File: src/rtl/reset_seq_pkg.sv
// reset_seq_pkg: shared state encoding and parameter bounds for the reset sequencer
package reset_seq_pkg;
  typedef enum logic [1:0] {HOLD, STABLE, RELEASE, RUN} state_t;
  localparam int MAX_STAGES = 8;
endpackage

File: src/rtl/reset_sequencer.sv
// reset_sequencer: lock-qualified, staged release of per-subsystem resets with lock-loss counting
module reset_sequencer
  import reset_seq_pkg::*;
#(
  parameter int LOCK_STABLE = 1024,
  parameter int STAGES      = 3,
  parameter int STAGE_GAP   = 16,
  parameter int REQ_HOLD    = 16,
  parameter int CNT_W       = 8
) (
  input  logic              clk_sys,
  input  logic              rst_n,
  input  logic              clk_locked,
  input  logic              sw_rst_req,
  output logic [STAGES-1:0] stage_rst,
  output logic              sys_ready,
  output logic [CNT_W-1:0]  lock_loss_cnt
);
  localparam int HC_W = $clog2(REQ_HOLD + 1);
  localparam int SC_W = $clog2(LOCK_STABLE + 1);
  localparam int GC_W = $clog2(STAGE_GAP + 1);
  localparam logic [HC_W-1:0] HOLD_MAX = HC_W'(REQ_HOLD);
  localparam logic [SC_W-1:0] STABLE_MAX = SC_W'(LOCK_STABLE);
  localparam logic [GC_W-1:0] GAP_MAX = GC_W'(STAGE_GAP);
  if (LOCK_STABLE < 1 || STAGES < 1 || STAGES > MAX_STAGES || STAGE_GAP < 1 || REQ_HOLD < 1 || CNT_W < 1) begin : g_bad_params
    $error("reset_sequencer: parameter out of range");
  end
  state_t r_state;
  logic [HC_W-1:0] r_hold_cnt;
  logic [SC_W-1:0] r_stable_cnt;
  logic [GC_W-1:0] r_gap_cnt;
  logic [SC_W-1:0] w_stable_inc;
  logic [GC_W-1:0] w_gap_inc;
  logic [STAGES-1:0] w_shift;
  logic w_abort;
  // stage_rst is a thermometer: shifting left releases the next stage in order
  always_comb begin
    w_stable_inc = r_stable_cnt + SC_W'(1);
    w_gap_inc = r_gap_cnt + GC_W'(1);
    w_shift = stage_rst << 1;
    w_abort = !clk_locked || sw_rst_req;
  end
  always_ff @(posedge clk_sys) begin
    if (!rst_n) begin
      r_state <= HOLD;
      r_hold_cnt <= '0;
      r_stable_cnt <= '0;
      r_gap_cnt <= '0;
      stage_rst <= '1;
      sys_ready <= 1'b0;
      lock_loss_cnt <= '0;
    end else begin
      case (r_state)
        HOLD: begin
          stage_rst <= '1;
          sys_ready <= 1'b0;
          if (sw_rst_req) r_hold_cnt <= '0;
          else if (r_hold_cnt == HOLD_MAX && clk_locked) begin
            r_state <= STABLE;
            r_stable_cnt <= '0;
          end else if (r_hold_cnt != HOLD_MAX) r_hold_cnt <= r_hold_cnt + HC_W'(1);
        end
        STABLE: begin
          if (w_abort) begin
            r_state <= HOLD;
            r_hold_cnt <= '0;
          end else if (w_stable_inc == STABLE_MAX) begin
            r_state <= (w_shift == '0) ? RUN : RELEASE;
            stage_rst <= w_shift;
            r_gap_cnt <= '0;
          end else r_stable_cnt <= w_stable_inc;
        end
        default: begin
          if (w_abort) begin
            r_state <= HOLD;
            r_hold_cnt <= '0;
            stage_rst <= '1;
            sys_ready <= 1'b0;
            if (!clk_locked && lock_loss_cnt != '1) lock_loss_cnt <= lock_loss_cnt + CNT_W'(1);
          end else if (r_state == RUN) sys_ready <= 1'b1;
          else if (w_gap_inc == GAP_MAX) begin
            r_state <= (w_shift == '0) ? RUN : RELEASE;
            stage_rst <= w_shift;
            r_gap_cnt <= '0;
          end else r_gap_cnt <= w_gap_inc;
        end
      endcase
    end
  end
endmodule
File: config.mk
export PLATFORM = sky130hd
export DESIGN_NAME = reset_sequencer
export DESIGN_NICKNAME = d
export VERILOG_FILES = /design/src/rtl/reset_seq_pkg.sv /design/src/rtl/reset_sequencer.sv
export SDC_FILE = /design/constraint.sdc
export NUM_CORES = 1
export LEC_CHECK = 0
export ABC_AREA = 1
export CAP_MARGIN = 40
export CORE_MARGIN = 5
export CORE_UTILIZATION = 57
export CTS_CLUSTER_DIAMETER = 40
export DETAILED_ROUTE_END_ITERATION = 10
export PLACE_DENSITY = 0.78
export SLEW_MARGIN = 20
export SYNTH_ARGS = -nofsm -noshare
export SYNTH_HDL_FRONTEND = slang
export SYNTH_SLANG_ARGS = --single-unit
File: constraint.sdc
create_clock -name clk_sys -period 2.3 [get_ports clk_sys]
set_clock_uncertainty 0.15 [all_clocks]
set_input_delay 0.345 -clock clk_sys [delete_from_list [all_inputs] [get_ports clk_sys]]
set_output_delay 0.345 -clock clk_sys [all_outputs]
set_load 0.02 [all_outputs]
### After elaboration in Yosys (flattened, before gate mapping)

Index checks and enable logic that the tools add are counted.

* output and inout bits: 12
* input port bits: 4
* register bits: 35
* logic and storage cells: 84

* bitwise logic cells: 4
* reduce and logical (&&, ||, !) cells: 18
* add/subtract/negate cells: 4
* muxes and demuxes: 34
* equality and inequality tests: 17

Operator list (count)
* two-way mux 5 bit: 10
* two-way mux 11 bit: 4
* case mux 11 bit (2 select lines): 1
* two-way mux 3 bit: 5
* two-way mux 2 bit: 7
* adder 11 x 1 -> 11 bit (second input constant): 1
* equality test 11 bit (second input constant): 1
* adder 5 x 1 -> 5 bit (second input constant): 2
* equality test 5 bit (second input constant): 2
* != test 2 bit (second input constant): 5
* case mux 5 bit (2 select lines): 1
* AND reduction 5 bit: 2
* != test 3 bit (second input constant): 3
* adder 8 x 1 -> 8 bit (second input constant): 1
* != test 8 bit (second input constant): 1
* AND reduction 4 bit: 2
* case mux 3 bit (2 select lines): 1
* AND reduction 3 bit: 2
* != test 5 bit (second input constant): 1
* != test 4 x 2 -> 1 bit (second input constant): 1
* NOT 1 bit: 4
* case mux 2 bit (2 select lines): 1
* nonzero test 2 bit: 2
* nonzero test 4 bit: 1
* other kinds (13): 16

### Longest topological paths before layout

Gate-level depths: netlist of run 1.

* depth in word-level cells: 6
* depth in mapped cells: 14
* mapped depth without buffers: 14

### Worst setup path before layout of run 1

No wires, ideal clock.

* kind: register to register
* start: register r_stable_cnt[0]
* end: register r_gap_cnt[2]
* setup slack: 461 ps
* cell stages (with the launch flop): 13
* clock period less this slack: 1839 ps
* arrival time: 1574 ps
* buffers on the path: 0
* data required time: 2034 ps
* library setup time: 116 ps
* path through: dfxtp_1 -> ha_1 -> nand3_1 -> nor2_2 -> nand2_1 -> nand2_1 -> nand3_1 -> nor2_2 -> nand2_1 -> nand2_2 -> nand2_4 -> o21ai_0 -> nor2_1

* word-level cells in the longest chain between the ends: 4

Ends and longest elaborated chain
* start: declaration: line reset_sequencer.sv:30 `logic [SC_W-1:0] r_stable_cnt;`
* start signal: assignment: line reset_sequencer.sv:71 `end else r_stable_cnt <= w_stable_inc;`
* adder 11 x 1 -> 11 bit: line reset_sequencer.sv:38 `w_stable_inc = r_stable_cnt + SC_W'(1);`
* equality test 11 bit: line reset_sequencer.sv:67 `end else if (w_stable_inc == STABLE_MAX) begin`
* != test 2 bit (no line)
* AND reduction 4 bit (no line)
* end signal: assignment: line reset_sequencer.sv:85 `end else r_gap_cnt <= w_gap_inc;`
* end: declaration: line reset_sequencer.sv:31 `logic [GC_W-1:0] r_gap_cnt;`

Every way passes these cells.
A chain may end at the register's enable or synchronous reset.

### Final worst setup path of run 1

Same ends and word-level chain as after synthesis.

==> reports/results.md, run 1 <==
| Item | This run | Unit |
|---|---|---|
| Slew @ Worst Pin | 0.552 | ns |
| CTS HTree Levels | 2 | - |
| Fraction of registers with async set/reset | 0 | - |
| Met2 global-route usage | 0.299 | - |
| Max_slew headroom | 0.631 | - |
| Wire length reported by the detailed router | 4100 | microns |
| Commonest non-fill, non-tap cells in the layout | sky130_fd_sc_hd__nand2_1, sky130_fd_sc_hd__inv_1, sky130_fd_sc_hd__nor2_1, sky130_fd_sc_hd__dfxtp_1, sky130_fd_sc_hd__a21oi_1 | - |
| Max-capacitance violation count | 0 | - |
| Worst slack on hold paths | 0.301 | ns |
| Final weighted congestion of routability-driven global placement | 0.893 | - |
| Flip-flop cell with the highest count after synthesis | sky130_fd_sc_hd__dfxtp_1 | - |
| Type of element launching the critical path | register | - |
| Synthesis Warnings | 0 | - |
| Number of nets with antenna violations after routing | 0 | - |
| Storage element area | 702 | sq um |
| Number of design rule violations left after detail routing | 0 | - |
| Via count of the first global-routing pass | 1,732 | - |
| Data required time of the worst path | 2.39 | ns |
| Cell count after synthesis | 304 | - |
| Number of nets in the layout | 337 | - |
| Most congested layer reported by global routing | met2 | - |
| Number of different library cells in the post-synthesis netlist | 31 | - |
| Number of buffers created by CTS | 5 | - |
| Maximum achievable frequency | 491 | MHz |
| Relative contribution of sequential cells to total power | 0.629 | - |
| Run status | complete, no violations | - |
| Horizontal die dimension | 69.4 | microns |
| Share of the core filled with cells in the final layout | 0.679 | - |
| Largest driver fanout on the critical path | 7 | - |
| Number of enable-type register cells in the synthesized netlist | 0 | - |
| Final-report hold violation count | 0 | - |
| Cell area after synthesis | 2010 | sq um |
| VDD IR-drop max | 0.315 | mV |
| Most frequent standard cell in the layout excluding fill and tap cells | sky130_fd_sc_hd__nand2_1 | - |
| Share of layout cells above drive strength 1 | 0.0920 | - |
| IO buf count | 15 | - |
| Cell at the root of the clock tree | sky130_fd_sc_hd__clkbuf_4 | - |
| Flops & latches, synth | 35 | - |
| Antenna fix cells | 0 | - |
| Pre-Repair DR Iteration Count | 4 | - |
| CP endpoint kind | register | - |
| Met1 usage | 0.228 | - |
| Count of vias placed by the detailed router | 1,920 | - |
| Number of antenna violations at the first check in global routing | 0 | - |
| Power density cells | 424 | nW/um^2 |
| Grt met3 use | 0.0478 | - |
| Switch Pwr | 0.227 | mW |
| Combinational group share of total power | 0.036 | - |
| Die boundary height | 69.4 | microns |
| Cell types occupying the most area after synthesis | sky130_fd_sc_hd__dfxtp_1, sky130_fd_sc_hd__nand2_1, sky130_fd_sc_hd__inv_1 | - |
| Final-report setup violation count | 0 | - |
| Final worst path period need | 2.04 | ns |
| Core Footprint | 3360 | sq um |
| Signal arrival time at the worst endpoint | 2.12 | ns |
| Pins Over Slew Limit | 0 | - |
| Combined area of the multi-input logic cells | 1140 | sq um |
| Initial DRC count | 121 | - |
| Clock latency reported for the late side of the worst-skew pair | 0.34 | ns |
| Avg Vias per Cell | 5.16 | - |
| Number of rows created at floorplan | 21 | - |
| Post-synthesis cell type with the largest combined area | sky130_fd_sc_hd__dfxtp_1 | - |
| Leakage power | 0.905 | nW |
| Area growth syn-to-layout | 13.6 | % |
| Pin count of the biggest net entering global routing | 17 | - |
| Sequential area share after synthesis | 0.349 | - |
| Final global-route overflow total | 0 | - |
| Max Root-Sink Buffers | 2 | - |
| Wire length of the first global-routing pass | 7270 | microns |
| Net count of the mapped netlist | 316 | - |
| WS Path Type | reg -> reg | - |
| Cell internal pwr | 0.740 | mW |
| Total design power | 0.967 | mW |
| Total track usage | 0.179 | - |
| Setup repair after global routing missed its margin | false | - |
| Initial cell density of the core | 0.597 | - |
| Fill count | 329 | - |
| Clock tree from TritonCTS | yes | - |
| Portion of synthesized cell area occupied by the leading cell type | 0.349 | - |
| Hold/Removal Path Class | reg -> reg | - |
| Net switching share of the total power | 0.235 | - |
| Fin Setup TNS | 0 | ns |
| Die outline area | 4810 | sq um |
| Placed wire-length estimate | 2990 | microns |
| Mean cell area of the mapped netlist | 6.61 | sq um |
| I/O pin count | 16 | - |
| Clock power frac | 0.334 | - |
| Average wire per standard cell | 11.0 | microns |
| Clock slew seen by the registers of the worst setup and hold paths | 0.11 | ns |
| Clock sink count | 35 | - |
| Share of the clock period used by the worst path after layout | 0.886 | - |
==> power groups by stage <==
| stage | sequential, mW | combinational (mW) | clock (mW) |
|---|---|---|---|
| after floorplan | 0.622 | 0.0206 | 0 |
| after global placement | 0.623 | 0.0344 | 0 |
| after detailed placement | 0.623 | 0.0349 | 0 |
| after CTS | 0.609 | 0.0349 | 0.330 |
| after global routing | 0.609 | 0.0397 | 0.367 |
| final | 0.609 | 0.0353 | 0.323 |
==> state kept, by name, summed over array words and instances, names as in the netlist <==
signal and count:
lock_loss_cnt 8, r_gap_cnt 5, r_hold_cnt 5, r_stable_cnt 11, r_state 2, stage_rst 3, sys_ready 1
==> final cells by class <==
type	count	area share
tap	46	0.0252
clock buffer	7	0.0197
multi-input combinational	224	0.498
timing repair buffer	20	0.0822
clock inverter	1	0.00219
sequential	35	0.308
inverter	39	0.0647
==> Yosys cell counts (2+ instances only) <==
master	count
sky130_fd_sc_hd__nor4_1	2
sky130_fd_sc_hd__nand3_2	2
sky130_fd_sc_hd__nand2_2	3
sky130_fd_sc_hd__a21oi_2	4
sky130_fd_sc_hd__nand2_1	77
sky130_fd_sc_hd__inv_1	37
sky130_fd_sc_hd__o211ai_1	3
sky130_fd_sc_hd__clkbuf_1	2
sky130_fd_sc_hd__a21oi_1	24
sky130_fd_sc_hd__nor3_1	9
sky130_fd_sc_hd__o21ai_0	12
sky130_fd_sc_hd__dfxtp_1	35
sky130_fd_sc_hd__ha_1	8
sky130_fd_sc_hd__nor2_1	37
sky130_fd_sc_hd__xor2_1	2
sky130_fd_sc_hd__nand3_1	22
sky130_fd_sc_hd__nor3b_1	2
sky130_fd_sc_hd__nor2_2	3
sky130_fd_sc_hd__buf_2	3
sky130_fd_sc_hd__nand4_1	6
==> cell families (layout without fill, tap and decap cells) <==
family                     count (synthesis)  count (layout)  share of synthesized area
AOI/OAI and AO/OA                         47              47                      0.133
xor gates and xnor gates                   2               2                    0.00872
adders and majority gates                  8               8                     0.0498
buffers and inverters                     45              67                     0.0903
DFF                                       35              35                      0.349
and+or+nand+nor                          167             167                      0.369
==> metal layers <==
metal  vias up  part of all wire
met1       849              0.48
met2        43              0.48
met4         0             0.011
met3         4             0.033
met5         -                 0
li1       1024                 -
==> worst paths after layout <==
| check | start | end | slack [ns] | cells past startpoint |
|---|---|---|---|---|
| worst max register to register | r_stable_cnt[0] | r_gap_cnt[2] | 0.26 | 12 |
| worst max-delay path | r_stable_cnt[0] | r_gap_cnt[2] | 0.26 | 12 |
| worst min register to register | sys_ready | sys_ready | 0.30 | 2 |
| worst min-delay path | sys_ready | sys_ready | 0.30 | 2 |
==> what timing repair did <==
item / CTS / global route
endpoints found under the setup margin: 0 / 10
resized for setup: 0 / 5
hold buffers: 0 / 0
setup buffers: 0 / 0
==> metrics by stage <==
| stage | setup slack (ns) | std cells | area (sq um) |
|---|---|---|---|
| finish | 0.262 | 372 | 2280 |
| global route | 0.0238 | 372 | 2280 |
| CTS | 0.146 | 372 | 2270 |
| detailed placement | 0.161 | 364 | 2220 |
| global placement | 0.232 | 364 | 2220 |
| floorplan | 0.461 | 304 | 2010 |
==> worst max-delay path: stages (launching register included) <==
cell and delay (ns):
sky130_fd_sc_hd__dfxtp_1 0.36, sky130_fd_sc_hd__ha_2 0.21, sky130_fd_sc_hd__nand3_1 0.15, sky130_fd_sc_hd__nor2_2 0.18, sky130_fd_sc_hd__nand2_1 0.06, sky130_fd_sc_hd__nand2_1 0.09, sky130_fd_sc_hd__nand3_1 0.09, sky130_fd_sc_hd__nor2_2 0.13
sky130_fd_sc_hd__nand2_1 0.09, sky130_fd_sc_hd__nand2_2 0.12, sky130_fd_sc_hd__nand2_4 0.09, sky130_fd_sc_hd__o21ai_0 0.16, sky130_fd_sc_hd__nor2_1 0.05
Power figures use the tool's default switching activity.
==> run 2, diff against run 1 <==
--- a/config.mk
+++ b/config.mk
@@ -7,11 +7,13 @@
 export LEC_CHECK = 0
 export ABC_AREA = 1
 export CAP_MARGIN = 40
+export CELL_PAD_IN_SITES_DETAIL_PLACEMENT = 2
+export CELL_PAD_IN_SITES_GLOBAL_PLACEMENT = 2
 export CORE_MARGIN = 5
-export CORE_UTILIZATION = 57
+export CORE_UTILIZATION = 32
 export CTS_CLUSTER_DIAMETER = 40
 export DETAILED_ROUTE_END_ITERATION = 10
-export PLACE_DENSITY = 0.78
+export PLACE_DENSITY_LB_ADDON = 0.1
 export SLEW_MARGIN = 20
 export SYNTH_ARGS = -nofsm -noshare
 export SYNTH_HDL_FRONTEND = slang
==> run 2 against run 1 <==
Compared with the run above: clock power is 84% higher; total power is 28% higher; global-route usage is 1.4 points lower; first-iteration DRC count is 68% lower; combinational power is 6.8% higher; via count is 4.8% higher; die area is 65% higher; cell area is 4.5% higher; register-to-register slack hardly changed; non-clock buffer count is 1 higher; largest power group unchanged.
==> reports/results.md, run 2 (synthesis gave the netlist of run 1 again) <==
| Item | This run | Unit |
|---|---|---|
| Total track usage | 0.165 | - |
| Number of buffers added for setup after CTS | 0 | - |
| Final-report setup violation count | 0 | - |
| Pre-Repair DR Iteration Count | 4 | - |
| Average wire per standard cell | 14.5 | microns |
| Clock slew seen by the registers of the worst setup and hold paths | 0.08 | ns |
| Number of design rule violations left after detail routing | 0 | - |
| Number of nets in the layout | 338 | - |
| WS Path Type | reg -> reg | - |
| Number of antenna violations at the first check in global routing | 0 | - |
| Final-report hold violation count | 0 | - |
| Placed wire-length estimate | 4540 | microns |
| Total design power | 1.24 | mW |
| Core Footprint | 6030 | sq um |
| Type of element launching the critical path | register | - |
| Pins Over Slew Limit | 0 | - |
| IO buf count | 15 | - |
| Max Root-Sink Buffers | 2 | - |
| Initial DRC count | 39 | - |
| Final weighted congestion of routability-driven global placement | 0.769 | - |
| VDD IR-drop max | 0.220 | mV |
| Pin count of the biggest net entering global routing | 17 | - |
| Share of the clock period used by the worst path after layout | 0.886 | - |
| Die boundary height | 89.2 | microns |
| Clock latency reported for the late side of the worst-skew pair | 0.29 | ns |
| Signal arrival time at the worst endpoint | 2.04 | ns |
| Share of layout cells above drive strength 1 | 0.0948 | - |
| Maximum achievable frequency | 490 | MHz |
| Run status | complete, no violations | - |
| Largest registers | r_stable_cnt (11), lock_loss_cnt (8) | - |
| Hold/Removal Path Class | reg -> reg | - |
| Max_slew headroom | 0.559 | - |
| Fill count | 786 | - |
| Via count of the first global-routing pass | 2,183 | - |
| CP endpoint kind | register | - |
| Antenna fix cells | 0 | - |
| Clock tree from TritonCTS | yes | - |
| CTS HTree Levels | 2 | - |
| Max-capacitance violation count | 0 | - |
| Max reg flops | 11 | - |
| Setup repair after global routing missed its margin | false | - |
| I/O pin count | 16 | - |
| Number of rows created at floorplan | 28 | - |
| Clock sink count | 35 | - |
| Count of vias placed by the detailed router | 2,013 | - |
| Data required time of the worst path | 2.31 | ns |
| Slew @ Worst Pin | 0.661 | ns |
| Final global-route overflow total | 0 | - |
| Commonest non-fill, non-tap cells in the layout | sky130_fd_sc_hd__nand2_1, sky130_fd_sc_hd__inv_1, sky130_fd_sc_hd__nor2_1, sky130_fd_sc_hd__dfxtp_1, sky130_fd_sc_hd__a21oi_1 | - |
| Leakage power | 0.942 | nW |
| Wire length reported by the detailed router | 5810 | microns |
| Fin Setup TNS | 0 | ns |
| Avg Vias per Cell | 5.01 | - |
| Horizontal die dimension | 89.2 | microns |
| Number of buffers created by CTS | 5 | - |
| Power density cells | 520 | nW/um^2 |
| Cell at the root of the clock tree | sky130_fd_sc_hd__clkbuf_8 | - |
| Cts-stage hold buffer count | 0 | - |
| Area growth syn-to-layout | 18.7 | % |
| Largest driver fanout on the critical path | 11 | - |
| Most frequent standard cell in the layout excluding fill and tap cells | sky130_fd_sc_hd__nand2_1 | - |
| Final worst path period need | 2.04 | ns |
| Die outline area | 7960 | sq um |
| Number of nets with antenna violations after routing | 0 | - |
| Register bank with the most flops | r_stable_cnt | - |
| Initial cell density of the core | 0.333 | - |
| Wire length of the first global-routing pass | 10,200 | microns |
[run 2: final timing paths]
kind                    from  cells after the start         endpoint  slack, ns
hold reg to reg    sys_ready                      2        sys_ready       0.30
setup reg to reg  r_state[0]                      9  r_stable_cnt[1]       0.26
setup / recovery  r_state[0]                      9  r_stable_cnt[1]       0.26
hold / removal     sys_ready                      2        sys_ready       0.30
[run 2: critical path, stage by stage, from the launching register on]
cell and delay, ns:
sky130_fd_sc_hd__dfxtp_1 0.40, sky130_fd_sc_hd__inv_1 0.09, sky130_fd_sc_hd__ha_1 0.28, sky130_fd_sc_hd__nand2_1 0.18
sky130_fd_sc_hd__inv_1 0.08, sky130_fd_sc_hd__nor3_1 0.15, sky130_fd_sc_hd__buf_4 0.22, sky130_fd_sc_hd__nand2_2 0.18
sky130_fd_sc_hd__nand2_1 0.13, sky130_fd_sc_hd__a21oi_2 0.05
[run 2: repair_timing]
action / in CTS / in global routing
endpoints found under the hold margin: 0 / 0
setup endpoints to repair: 0 / 10
gates resized for setup: 0 / 2
[run 2: per-layer routing]
metal  global-route usage  part of all wire  wire (microns)  up-vias
met4               0.0528             0.015              88        0
met3               0.0313             0.018             102        5
met1                0.208              0.49            2870      966
met2                0.283              0.47            2750       14
met5                    0                 0               0        -
li1                     -                 -               -     1028
[run 2: layout make-up]
cell class                 count  area (sq um)  share of cell area
clock buffer                   6          82.6              0.0346
clock inverter                 2          35.0              0.0147
inverter                      39           148              0.0619
multi-input combinational    224          1130               0.474
sequential                    35           701               0.294
tap                           75          93.8              0.0393
timing repair buffer          21           195              0.0818
[run 2: power breakdown]
part,switching (mW),internal [mW],total (mW)
combinational,0.0242,0.0135,0.0377
clock,0.243,0.351,0.595
sequential,0.00119,0.607,0.608
total,0.269,0.972,1.24
[run 2: per-stage QoR]
stage	cell area (sq um)	setup WS (ns)	hold WS (ns)	std cells	utilization
3_5_place_dp	2260	0.117	0.297	394	0.376
2_1_floorplan	2010	0.461	0.301	304	-
6_report	2380	0.261	0.301	402	0.396
4_1_cts	2380	0.201	0.315	402	0.395
5_1_grt	2380	0.00861	0.342	402	0.396
3_3_place_gp	2260	0.189	0.293	394	0.376
